File: src/rtl/nibble_pkg.sv
// nibble_pkg: shared constants, FSM state type and counter sizing for the serial adder
package nibble_pkg;
  localparam int NIBBLE_W = 4;
  typedef enum logic [1:0] {S_IDLE, S_ADD, S_DONE} state_e;
  function automatic int cnt_w(input int nibbles);
    return nibbles > 1 ? $clog2(nibbles) : 1;
  endfunction
endpackage

File: src/rtl/rcadder_4.sv
// rcadder_4: 4-bit combinational ripple-carry adder
module rcadder_4 (
  input  logic [3:0] a,
  input  logic [3:0] b,
  input  logic       ci,
  output logic [3:0] s,
  output logic       co
);
  logic [4:0] c;
  assign c[0] = ci;
  for (genvar i = 0; i < 4; i++) begin : g_fa
    assign s[i]   = a[i] ^ b[i] ^ c[i];
    assign c[i+1] = (a[i] & b[i]) | (c[i] & (a[i] ^ b[i]));
  end
  assign co = c[4];
endmodule

File: src/rtl/nibble_serial_adder.sv
// nibble_serial_adder: WIDTH-bit add, one nibble per cycle through a single rcadder_4
module nibble_serial_adder #(
  parameter int WIDTH = 16
) (
  input  logic             clk,
  input  logic             rst,
  input  logic             in_valid,
  output logic             in_ready,
  input  logic [WIDTH-1:0] a,
  input  logic [WIDTH-1:0] b,
  input  logic             cin,
  output logic             out_valid,
  input  logic             out_ready,
  output logic [WIDTH-1:0] sum,
  output logic             cout,
  output logic             ovf
);
  import nibble_pkg::*;
  localparam int NIBBLES = WIDTH / NIBBLE_W;
  localparam int CW = cnt_w(NIBBLES);
  state_e state_q, state_d;
  logic [WIDTH-1:0] a_q, a_d, b_q, b_d, sum_q, sum_d;
  logic [CW-1:0] cnt_q, cnt_d;
  logic carry_q, carry_d, a_msb_q, a_msb_d, b_msb_q, b_msb_d;
  logic cout_q, cout_d, ovf_q, ovf_d;
  logic [NIBBLE_W-1:0] nib_s;
  logic nib_co;
  rcadder_4 u_add (
    .a (a_q[NIBBLE_W-1:0]),
    .b (b_q[NIBBLE_W-1:0]),
    .ci(carry_q),
    .s (nib_s),
    .co(nib_co)
  );
  always_comb begin
    state_d = state_q;
    a_d     = a_q;
    b_d     = b_q;
    sum_d   = sum_q;
    cnt_d   = cnt_q;
    carry_d = carry_q;
    a_msb_d = a_msb_q;
    b_msb_d = b_msb_q;
    cout_d  = cout_q;
    ovf_d   = ovf_q;
    if (state_q == S_IDLE && in_valid) begin
      a_d     = a;
      b_d     = b;
      carry_d = cin;
      a_msb_d = a[WIDTH-1];
      b_msb_d = b[WIDTH-1];
      cnt_d   = '0;
      state_d = S_ADD;
    end else if (state_q == S_ADD) begin
      a_d     = a_q >> NIBBLE_W;
      b_d     = b_q >> NIBBLE_W;
      carry_d = nib_co;
      cnt_d   = cnt_q + 1'b1;
      for (int i = 0; i < NIBBLES; i++)
        if (cnt_q == CW'(i)) sum_d[i*NIBBLE_W +: NIBBLE_W] = nib_s;
      // result flags are captured with the top nibble so they stay stable until the next DONE
      if (cnt_q == CW'(NIBBLES - 1)) begin
        state_d = S_DONE;
        cout_d  = nib_co;
        ovf_d   = (a_msb_q == b_msb_q) && (nib_s[NIBBLE_W-1] != a_msb_q);
      end
    end else if (state_q == S_DONE && out_ready) begin
      state_d = S_IDLE;
    end
  end
  always_ff @(posedge clk or posedge rst) begin
    if (rst) begin
      state_q <= S_IDLE;
      a_q     <= '0;
      b_q     <= '0;
      sum_q   <= '0;
      cnt_q   <= '0;
      carry_q <= 1'b0;
      a_msb_q <= 1'b0;
      b_msb_q <= 1'b0;
      cout_q  <= 1'b0;
      ovf_q   <= 1'b0;
    end else begin
      state_q <= state_d;
      a_q     <= a_d;
      b_q     <= b_d;
      sum_q   <= sum_d;
      cnt_q   <= cnt_d;
      carry_q <= carry_d;
      a_msb_q <= a_msb_d;
      b_msb_q <= b_msb_d;
      cout_q  <= cout_d;
      ovf_q   <= ovf_d;
    end
  end
  assign in_ready  = state_q == S_IDLE;
  assign out_valid = state_q == S_DONE;
  assign sum       = sum_q;
  assign cout      = cout_q;
  assign ovf       = ovf_q;
endmodule

File: config.mk
export PLATFORM = sky130hd
export DESIGN_NAME = nibble_serial_adder
export DESIGN_NICKNAME = d
export VERILOG_FILES = /design/src/rtl/nibble_pkg.sv /design/src/rtl/rcadder_4.sv /design/src/rtl/nibble_serial_adder.sv
export SDC_FILE = /design/constraint.sdc
export NUM_CORES = 1
export LEC_CHECK = 0
export ABC_AREA = 1
export CORE_ASPECT_RATIO = 0.8
export CORE_MARGIN = 5
export CORE_UTILIZATION = 50
export CTS_CLUSTER_DIAMETER = 200
export DETAILED_ROUTE_END_ITERATION = 10
export PLACE_DENSITY = 0.77
export SYNTH_ARGS = -nofsm -noshare
export SYNTH_HDL_FRONTEND = slang
export SYNTH_SLANG_ARGS = --single-unit
File: constraint.sdc
create_clock -name clk -period 2.6 [get_ports clk]
set_input_delay 0.65 -clock clk [delete_from_list [all_inputs] [get_ports clk]]
set_output_delay 0.65 -clock clk [all_outputs]
set_load 0.01 [all_outputs]
==> results of run 1 <==
-- final cells by class --
class | count | area, µm²
Fill cell | 418 | 1610
Sequential cell | 57 | 1430
Clock inverter | 3 | 40.0
Inverter | 19 | 71.3
Tap cell | 62 | 77.6
Multi-Input combinational cell | 195 | 951
Timing Repair Buffer | 62 | 618
Clock buffer | 12 | 155
-- worst min-delay path, delay by kind of cell, from the launching register on --
kind             cells  cell delay [ns]
flip-flops           1             0.34
AND/OR/NAND/NOR      2             0.09
-- where the power goes --
group,internal (mW),switching [mW]
combinational,0.0514,0.0342
clock,0.486,0.322
sequential,0.887,0
total,1.42,0.356
-- synthesized netlist by cell type --
cell type	number	area [µm²]
fa_1	4	80.1
inv_1	17	63.8
clkbuf_1	3	11.3
buf_4	2	15.0
nand2_2	3	18.8
nor2_2	1	6.26
dfrtp_1	57	1430
nor2_1	3	11.3
buf_1	2	7.51
o21ai_0	7	35.0
o21ai_2	1	8.76
nand3_1	57	285
inv_2	2	7.51
ha_1	4	50.1
o21ai_1	17	85.1
buf_2	7	35.0
nand2_1	98	368
-- through the flow --
step | instance area [µm²] | std cells | utilization [%] | hold slack (ns) | total power [mW]
4_1_cts | 3340 | 410 | 67.5 | 0.475 | 1.80
3_3_place_gp | 3140 | 395 | 63.5 | 0.454 | 0.990
5_1_grt | 3340 | 410 | 67.5 | 0.499 | 1.85
6_report | 3340 | 410 | 67.5 | 0.469 | 1.78
2_1_floorplan | 2510 | 285 | - | 0.442 | 0.924
3_5_place_dp | 3140 | 395 | 63.5 | 0.459 | 0.990
-- per-layer routing --
metal | share of wire, % | up-vias | track usage (%)
li1 | - | 1031 | -
met2 | 48 | 54 | 28.6
met3 | 6.8 | 6 | 7.17
met4 | 1.2 | 0 | 6.78
met1 | 44 | 998 | 22.4
met5 | 0 | - | 0
-- logic make-up (layout without fill, tap and decap cells) --
| kind of cell | after synthesis | count (layout) | synth area share (%) |
|---|---|---|---|
| DFF | 57 | 57 | 56.7 |
| buffers and inverters | 33 | 96 | 5.57 |
| adders and majority gates | 8 | 8 | 5.17 |
| and+or+nand+nor | 162 | 162 | 27.4 |
| AOI/OAI and AO/OA | 25 | 25 | 5.12 |
-- worst max-delay path by stage --
stage / from / slack (ns) / to / depth (start not counted)
after floorplan: a_q[0] / 0.33 / ovf / 10
after global placement: a_q[0] / 0.25 / ovf / 10
after detailed placement: a_q[0] / 0.17 / ovf / 10
after CTS: a_q[0] / 0.16 / ovf / 10
after global routing: a_q[0] / 0.02 / ovf / 10
final: a_q[0] / 0.18 / ovf / 10
-- flip-flops by register name, indices dropped and copies added (netlist names) --
name / flops
state_q: 2
b_msb_q: 1
carry_q: 1
sum: 16
a_msb_q: 1
cout: 1
cnt_q: 2
ovf: 1
b_q: 16
a_q: 16
-- cell usage in the layout, fill, tap and decap left out --
master,count
buf_12,1
buf_4,5
bufinv_16,1
clkbuf_1,1
clkbuf_8,11
clkdlybuf4s50_1,56
clkinv_2,2
dfrtp_1,57
fa_1,4
ha_1,4
inv_1,16
inv_2,3
nand2_1,98
nand2_2,3
nand3_1,57
nor2_1,2
nor2_2,2
o21ai_0,7
o21ai_1,17
o21ai_2,1
==> summary.md, run 1 <==
| Metric | Value |
|---|---|
| Overflow after GRT | 0 |
| Tmin final | between 2 and 2.5 ns |
| TritonCTS Buffers | 9 |
| Warnings from Yosys | 0 |
| # hold bufs at CTS | 0 |
| Fin nets | just under 400 |
| Critical path endpoint category | flop |
| Setup Skew | 0.00610 ns |
| Reg2Reg Depth | 10 |
| Pwr/cell area | 533 nW/µm² |
| Clock Sinks | 57 |
| Initial Util | 50.8% |
| Post-DRT Antenna Nets | 0 |
| Number of global-route vias before repair | just under 2,000 |
| Max cap viols | 0 |
| Hold Path Stages | 2 |
| Cells along the critical path | fa_1 -> inv_1 -> fa_1 -> inv_1 -> fa_1 -> inv_1 -> fa_1 -> o21ai_0 -> nand3_1 -> nand2_1 |
| Clock buffer depth | 2 |
| Reg2Reg Capture Point | ovf |
| Top Family by Delay on Critical Path | adder cells |
| Synth cell types | 17 |
| End of the worst hold path | a_q[13] |
| CTS root buffer | clkbuf_8 |
| Total die area | 6560 µm² |
| Initial antenna violation count | 0 |
| Pins Over Slew Limit | 0 |
| Setup violators final | 0 |
| Final Cycle Share | ~93% |
| CP dominant cell by count | fa_1 |
| Crit-path max FO | 6 |
| Die W | 89.3 µm |
| Std cell rows | 23 |
| Worst-Skew Late Latency | around 0.33 ns |
| Syn Area/Cell | 8.82 µm² |
| H-tree depth | 3 |
| Max frequency | ~410 MHz |
| Sequential share of the synthesized area | ~57% |
| Synthesized Nets | 330 |
| Synthesized area | around 2500 µm² |
| Die Y | around 73 µm |
| Crit path required time | about 2.9 ns |
| CTS tree | done |
| Worst path bufs/invs | 3 |
| Placer's final routability congestion estimate | 0.778 |
| DP Worst Slack | between 0.15 and 0.2 ns |
| Slowest stage delay, CP | 0.51 ns |
| Cells after Synth | about 290 |
| Post-synthesis to final-layout area growth | 32.8% |
| Worst Max-Slew Pin Slew | around 0.55 ns |
| Antenna cells | 0 |
| First-pass GRT wire length | a little under 9 mm |
| Final Hold Viols | 0 |
| Peak VDD IR | between 400 and 500 µV |
| Hold Crit Start | a_q[13] |
| Reg2reg setup slack | roughly 0.18 ns |
| Yosys reg bits | 57 |
| DP HPWL | between 3 and 4 mm |
| Setup ws final | between 0.15 and 0.2 ns |
| Static Leak | approximately 1.6 nW |
| RSZ-0062 raised after global routing | no |
| RR Startpoint | a_q[0] |
| Min-Delay Path Class | flop to flop |
| Post-CTS Resized | 0 |
| Drt wl/cell | approximately 13 µm |
| CP Class | flop to flop |
| Worst-path clk slew | ~0.06 ns |
| Via count | roughly 2,100 |
| CP Launch Type | flop |
| Slew margin rel. | between 60% and 70% |
| Gr usage total | ~18% |
| Setup TNS | 0 ns |
| Ports | 57 |
| Router iterations before antenna repair | 4 |
| Largest net degree at the start of global routing | 33 |
| Status | finished clean |
| DRC | 0 |
| IO Port Bufs | 56 |
| Drt first-iter violations | between 100 and 150 |
| Drt total wl | between 5 and 6 mm |
| CP arrival | about 2.7 ns |
| DR vias/cell | between 5 and 6 |
| Slowest CP cell | fa_1 |
| Post-CTS Setup Inserts | 0 |
| Core Region | 4950 µm² |
| Layout cells sized above 1 | under 10% |
No activity file was read; power rests on OpenSTA's default activity.
==> inputs of run 2 (changes only) <==
Settings changed: CORE_MARGIN 5 to 1.5.
==> run 2 against run 1 <==
Against the previous run: cell area decreased by 0.37%; setup slack improved by 0.016 ns; highest routed layer unchanged; global-route usage increased by 4.6 points; core utilization increased by 3.2 points; total power decreased by 1.8%; largest power group unchanged.
==> summary.md, run 2 (synthesized netlist as in run 1, its figures left out) <==
| Metric | Value |
|---|---|
| Initial Util | ~53% |
| CTS root buffer | clkbuf_8 |
| Antenna cells | 0 |
| Status | finished clean |
| Gr usage total | a little under a quarter |
| Setup ws final | between 0.15 and 0.2 ns |
| Slowest stage delay, CP | roughly 0.50 ns |
| Die Y | 66.4 µm |
| Area of placed instances | 3130 µm² |
| Worst Max-Slew Pin Slew | approximately 0.40 ns |
| Slowest CP cell | fa_1 |
| Setup TNS | 0 ns |
| CP Launch Type | flop |
| Tmin final | 2.40 ns |
| Worst-Skew Late Latency | around 0.34 ns |
| IO Port Bufs | 56 |
| CP Class | flop to flop |
| Slew margin rel. | 73.4% |
| Die W | about 82 µm |
| Setup Skew | between 0.004 and 0.005 ns |
| Max cap viols | 0 |
| Peak VDD IR | 363 µV |
| H-tree depth | 3 |
| Post-DRT Antenna Nets | 0 |
| Static Leak | between 1.5 and 2 nW |
| Router iterations before antenna repair | 4 |
| CP startpoint | a_q[0] |
| Commonest non-fill, non-tap cells in the layout | 98 x nand2_1, 57 x nand3_1, 57 x dfrtp_1 |
| RSZ-0062 raised after global routing | no |
| CP arrival | roughly 2.6 ns |
| CTS tree | done |
| Max frequency | between 400 and 500 MHz |
| Crit-path max FO | 6 |
| Final Hold Viols | 0 |
| Drt first-iter violations | ~100 |
| Total design power | between 1.5 and 2 mW |
| # hold bufs at CTS | 0 |
| Layout cells sized above 1 | under 10% |
| Post-Layout Inst Area | 3330 µm² |
| Worst-path clk slew | 0.06 ns |
| Cells along the critical path | fa_1 -> inv_1 -> fa_1 -> inv_1 -> fa_1 -> inv_1 -> fa_1 -> nand2_1 -> nand2_1 -> nand3_1 -> nand2_1 |
| Total die area | approximately 5500 µm² |
| Via count | ~2,100 |
| Number of global-route vias before repair | 1,850 |
| Clock buffer depth | 2 |
| RR Startpoint | a_q[0] |
| Reg2reg setup slack | a little under 0.2 ns |
| Std cell rows | 22 |
| Reg2Reg Capture Point | ovf |
| Drt wl/cell | between 10 and 15 µm |
| Non-Filler Instances | between 400 and 500 |
| Worst path bufs/invs | 3 |
| Initial antenna violation count | 0 |
| Pins Over Slew Limit | 0 |
| Critical Path Sink | ovf |
| Drt total wl | between 5 and 6 mm |
| Placed cell count | just under 400 |
| Overflow after GRT | 0 |
| Top Family by Delay on Critical Path | adder cells |
| Ports | 57 |
| Pwr/cell area | roughly 530 nW/µm² |
| Post-synthesis to final-layout area growth | 32.3% |
| Min-Delay Path Class | flop to flop |
| DRC | 0 |
| DR vias/cell | between 5 and 6 |
| Largest net degree at the start of global routing | 58 |
| DP Worst Slack | 0.202 ns |
| Final Cycle Share | 92.5% |
| Setup violators final | 0 |
| Post-CTS Setup Inserts | 0 |
| WP depth | 11 |
| Commonest non-fill, non-tap cell in the layout | nand2_1 |
| Fin nets | approximately 390 |
| Reg2Reg Depth | 11 |
| DP HPWL | about 3.4 mm |
| Placer's final routability congestion estimate | 0.766 |
| First-pass GRT wire length | 8.96 mm |
| Crit path required time | between 2 and 3 ns |
| TritonCTS Buffers | 9 |
| Core Region | approximately 4700 µm² |
| Clock Sinks | 57 |
| Critical path endpoint category | flop |
| Fill cells | around 370 |
| CP dominant cell by count | fa_1 |
-- run 2: worst min-delay path: cells and delay by family, from the launching register on --
family           cells  cell delay (ns)
flip-flops           1             0.34
AND/OR/NAND/NOR      2             0.10
-- run 2: layer usage --
metal | global-route usage, % | up-vias | share of wire, %
met3 | 9.24 | 6 | 6.1
met5 | 0 | - | 0
met2 | 33.1 | 61 | 45
li1 | - | 1033 | -
met4 | 6.36 | 0 | 0.80
met1 | 31.0 | 965 | 48
-- run 2: what timing repair did --
action,in CTS,in global routing
gates resized for setup,0,1
endpoints found under the setup margin,0,1
hold endpoints to repair,0,0
-- run 2: stage by stage --
stage          hold WS (ns)  util, %
4_1_cts               0.474     70.7
3_3_place_gp          0.454     66.6
2_1_floorplan         0.442        -
3_5_place_dp          0.458     66.6
5_1_grt               0.489     70.7
6_report              0.469     70.7
-- run 2: worst min path at each step --
stage / to / depth (start not counted) / from / slack (ns)
2_1_floorplan: a_q[12] / 2 / a_q[12] / 0.44
3_3_place_gp: b_q[13] / 2 / b_q[13] / 0.45
3_5_place_dp: b_q[13] / 2 / b_q[13] / 0.46
4_1_cts: b_q[13] / 2 / b_q[13] / 0.47
5_1_grt: b_q[13] / 2 / b_q[13] / 0.49
6_report: b_q[13] / 2 / b_q[13] / 0.47
-- run 2: final cells by class --
class	count	area, µm²	area share [%]
clock buffer	14	183	5.49
clock inverter	2	10.0	0.301
inverter	19	71.3	2.14
multi-input combinational	195	951	28.6
sequential	57	1430	42.9
tap	60	75.1	2.26
timing repair buffer	61	611	18.4
-- run 2: power by group --
group / total (mW) / leakage [nW] / internal, mW / switching, mW
Clock: 0.776 / 0.102 / 0.447 / 0.330
Combinational: 0.0862 / 0.819 / 0.0516 / 0.0345
Sequential: 0.887 / 0.645 / 0.887 / 0
==> inputs of run 3 (changes only) <==
Settings changed: CAP_MARGIN set to 40.
==> results of run 3 <==
Same layout as run 2: the final DEF is identical, and so are final timing and power.
